<file path="src/rtl/bitwise_resp_checker_misr_step.sv">
// rtl/bitwise_resp_checker_misr_step.sv - combinational next-signature function of the MISR
module misr_step #(
   parameter int unsigned      width = 32,
   parameter logic [width-1:0] poly  = '0
) (
   input  logic [width-1:0] sig,
   input  logic [width-1:0] word,
   output logic [width-1:0] next_sig
);

   assign next_sig = {sig[width-2:0], 1'b0} ^ (sig[width-1] ? poly : '0) ^ word;

endmodule

</file>
<file path="config.mk">
export PLATFORM = sky130hd
export DESIGN_NAME = misr_step
export DESIGN_NICKNAME = d
export VERILOG_FILES = /design/src/rtl/bitwise_resp_checker_misr_step.sv
export SDC_FILE = /design/constraint.sdc
export NUM_CORES = 1
export LEC_CHECK = 0
export BUFFER_PORTS_ARGS = -buffer_cell sky130_fd_sc_hd__clkbuf_2
export CORE_MARGIN = 1
export CORE_UTILIZATION = 16
export DETAILED_ROUTE_END_ITERATION = 16
export PLACE_DENSITY = 0.79
export SLEW_MARGIN = 30
export SYNTH_ARGS = -nofsm -noshare
export SYNTH_HDL_FRONTEND = slang
export SYNTH_SLANG_ARGS = --single-unit
</file>
<file path="constraint.sdc">
create_clock -name vclk -period 0.8
set_clock_uncertainty 0.2 [all_clocks]
set_input_delay 0.16 -clock vclk [all_inputs]
set_output_delay 0.16 -clock vclk [all_outputs]
set_load 0.03 [all_outputs]
</file>
==> impl_metrics.ini, run 1 <==
[yosys]
synthesis.yosys.warnings = 0
synth_xor_area_frac = 0.9731
synthMuxAreaShare = 0
syn_area_per_cell_sq_um = 8.719
syn_inst = 32
register_area_share_after_synthesis = 0
synth_compound_gate_area_share = 0
synth.net_count = 96
synth-adder-area-share = 0
synth_top_family_by_area = XOR/XNOR gates
synth.distinct_cells = 2
netlist_area_sq_um = 279.0
synthSimpleGateAreaFrac = 0

[placement]
detailed_place_hpwl_um = 1617
port-buffer-count = 93
gpl.final_weighted_congestion = 0.6269
dpl.cell_count = 140

[clock_tree]
cts_hold_buf = 0
cts_resized = 125
postCtsSetupBuffers = 0

[floorplan]
die-width_um = 43.76
start_util = 0.1790
die_height_um = 43.76
design.portCount = 96
std_cell_rows = 14

[run_status]
error = [ERROR DPL-0038] Utilization greater than 100%, impossible to legalize
flow.stopped_at = clock tree synthesis
status = stopped before the end
synthesized netlist by cell type (all sizes together):
master / number / share of area
buf: 1 / 0.027
xor2: 31 / 0.97
metrics by stage:
step,hold WS (ns),instance area [sq um],TNS (ns),setup slack [ns],util
2_1_floorplan,0.2024,860.8,0,0.02995,-
3_5_place_dp,0.1204,1339,-6.588,-0.2264,0.8587
3_3_place_gp,0.1204,1339,-6.382,-0.2159,0.8587
cell families after synthesis:
logic type and Yosys count:
xor+xnor 31, buf+inv 1
==> run 2, diff against run 1 <==
- CORE_AREA: not set -> 2 2 63 65
- CORE_MARGIN: 1 -> not set
- CORE_UTILIZATION: 16 -> not set
- DIE_AREA: not set -> 0 0 65 67
- PLACE_DENSITY: 0.79 -> not set
- PLACE_DENSITY_LB_ADDON: not set -> 0.15
- clock period: 0.8 -> 1 ns (I/O delays scaled with it)
==> impl_metrics.ini, run 2 <==
[run_status]
status = finished with violations
violations = negative setup slack

[floorplan]
die-width_um = 65
die_height_um = 67
design.core.area_sq_um = 3606
start_util = 0.07738
design.portCount = 96
dieArea_sq_um = 4355
std_cell_rows = 22

[yosys]
netlist_area_sq_um = 279.0
ys_top_cells_by_count = 31 x sky130_fd_sc_hd__xor2_1, 1 x sky130_fd_sc_hd__buf_4
netlist_top_cells_area = sky130_fd_sc_hd__xor2_1 97%, sky130_fd_sc_hd__buf_4 2.7%
synth-adder-area-share = 0
synthSimpleGateAreaFrac = 0
synthesis.yosys.warnings = 0
synth_top_cell_area_share = 0.9731
synthMuxAreaShare = 0
synth.net_count = 96
synth_top_family_by_area = XOR/XNOR gates
yosys.cell_count.top_type = sky130_fd_sc_hd__xor2_1
synth_top_cell_by_area = sky130_fd_sc_hd__xor2_1
syn_area_per_cell_sq_um = 8.719
synth_compound_gate_area_share = 0
synth_xor_area_frac = 0.9731
register_area_share_after_synthesis = 0
syn_inst = 32
synth.distinct_cells = 2

[cells_and_area]
most-common-layout-cells = 52 x sky130_fd_sc_hd__buf_6, 31 x sky130_fd_sc_hd__xor2_2, 31 x sky130_fd_sc_hd__clkbuf_8
final_layout_fill_cell_count = 334
clock_buffer_count = 0
area_overhead_vs_synth_pct = 490.1
flops_and_latches = 0
drive_above_1_share = 1.000
finish.net_count = 190
layout.area.seq_sq_um = 0
num_antenna_cells = 0
layoutNonFillerInstCount = 172
layout_commonest_cell = sky130_fd_sc_hd__buf_6
multi_input_combinational_cell_area_sq_um = 504.2

[worst_setup_path]
crit_slowest_cell = sky130_fd_sc_hd__clkbuf_8
cp_data_arrival_time_ns = 0.64
worstSetupStartpointType = primary input
cp.depth = 3
worstPathRequired_ns = 0.60
cp_max_fo = 1
critical-path-top-delay-family = buffers and inverters
cp-end-kind = output pin
critPathMaxStageDelay_ns = 0.18
path_buf_inv = 2
worstPathCellList = buf_6 > xor2_2 > clkbuf_8
cp_class = primary input to output pin

[global_routing]
grt_start_max_net_pins = 2
grt_pass1_vias = 547
wire_length_of_the_first_global_routing_pass_um = 2132
antenna_violations_before_repair = 0
global_route.overflow_total = 0
gr-usage-all-layers = 0.05773

[routing]
met2_length_um = 1113
post-route-drc-count = 0
met1_length_um = 451
vias_per_cell = 3.285
dr.first_iter.drc_count = 1
ant_nets = 0
wirelength_um = 1783
dr_wl_met3_um = 218
top_signal_layer_used = met3
avgRoutedWirePerCell_um = 10.37
via_count = 565
detailed_routing_iterations_pass_1 = 2

[pwr]
powerDensity_nw_per_um2 = 638.3
worst_ir_drop_vdd_uv = 198.9
fin_total_pwr_mw = 1.051
reported_leakage_power_nw = 0.7590

[timing]
rsz0062_at_grt = true
peak_clock_frequency_supported_by_timing_mhz = 963.6
worstMarginPinSlew_ns = 0.1345
final.min_clock_period_ns = 1.038
finalMaxSlewViolations = 0
setup-violations-final = 31
finalCritPeriodShare = 1.038
worst_slew_margin = 0.9103
finalHoldViolations = 0
finalWorstSetupSlack_ns = -0.03779

[placement]
gpl.final_weighted_congestion = 0.5464
port-buffer-count = 93
detailed_place_hpwl_um = 1292
place_ws_ns = -0.07225
dpl.cell_count = 172

[min_path]
worst_hold_depth = 0
hold_path_class = primary input to output pin

[clock_tree]
postCtsSetupBuffers = 0

[job]
cap_viol_max_count = 0
[run 2: cell counts after synthesis]
No cell type changed its count.
[run 2: logic make-up after synthesis]
logic type,after synthesis
buffers and inverters,1
xor gates and xnor gates,31
[run 2: what timing repair did]
item                       4_1_cts  5_1_grt
resized for setup               64       87
hold endpoints to repair         0        0
hold buffers                     0        0
pin swaps                       13       31
setup endpoints to repair       31       31
[run 2: final timing paths]
check	startpoint	endpoint	slack, ns
hold / removal	word[0]	next_sig[0]	0.20
setup / recovery	sig[4]	next_sig[5]	-0.04
[run 2: where the power goes]
group          switching, mW  total (mW)  internal [mW]
sequential                 0           0              0
clock                      0           0              0
combinational          0.467        1.05          0.584
[run 2: final cells by class]
type	count	area share
Multi-Input combinational cell	31	0.3062
Tap cell	48	0.03647
Timing Repair Buffer	93	0.6573
[run 2: metrics by stage]
stage | util | setup TNS [ns] | hold WS, ns | cell area (sq um)
6_report | 0.4566 | -0.4705 | 0.2006 | 1647
5_1_grt | 0.4566 | -0.9568 | 0.2005 | 1647
4_1_cts | 0.3657 | -0.7942 | 0.2009 | 1319
3_5_place_dp | 0.2856 | -1.628 | 0.2009 | 1030
3_3_place_gp | 0.2856 | -1.457 | 0.2009 | 1030
2_1_floorplan | - | 0 | 0.3159 | 511.7
[run 2: metal layers]
layer | track usage | vias to the layer above
met5 | 0 | -
met4 | 0 | 0
met3 | 0.01014 | 0
met2 | 0.1392 | 46
met1 | 0.04830 | 271
li1 | - | 248
No activity file was read; power rests on OpenSTA's default activity.
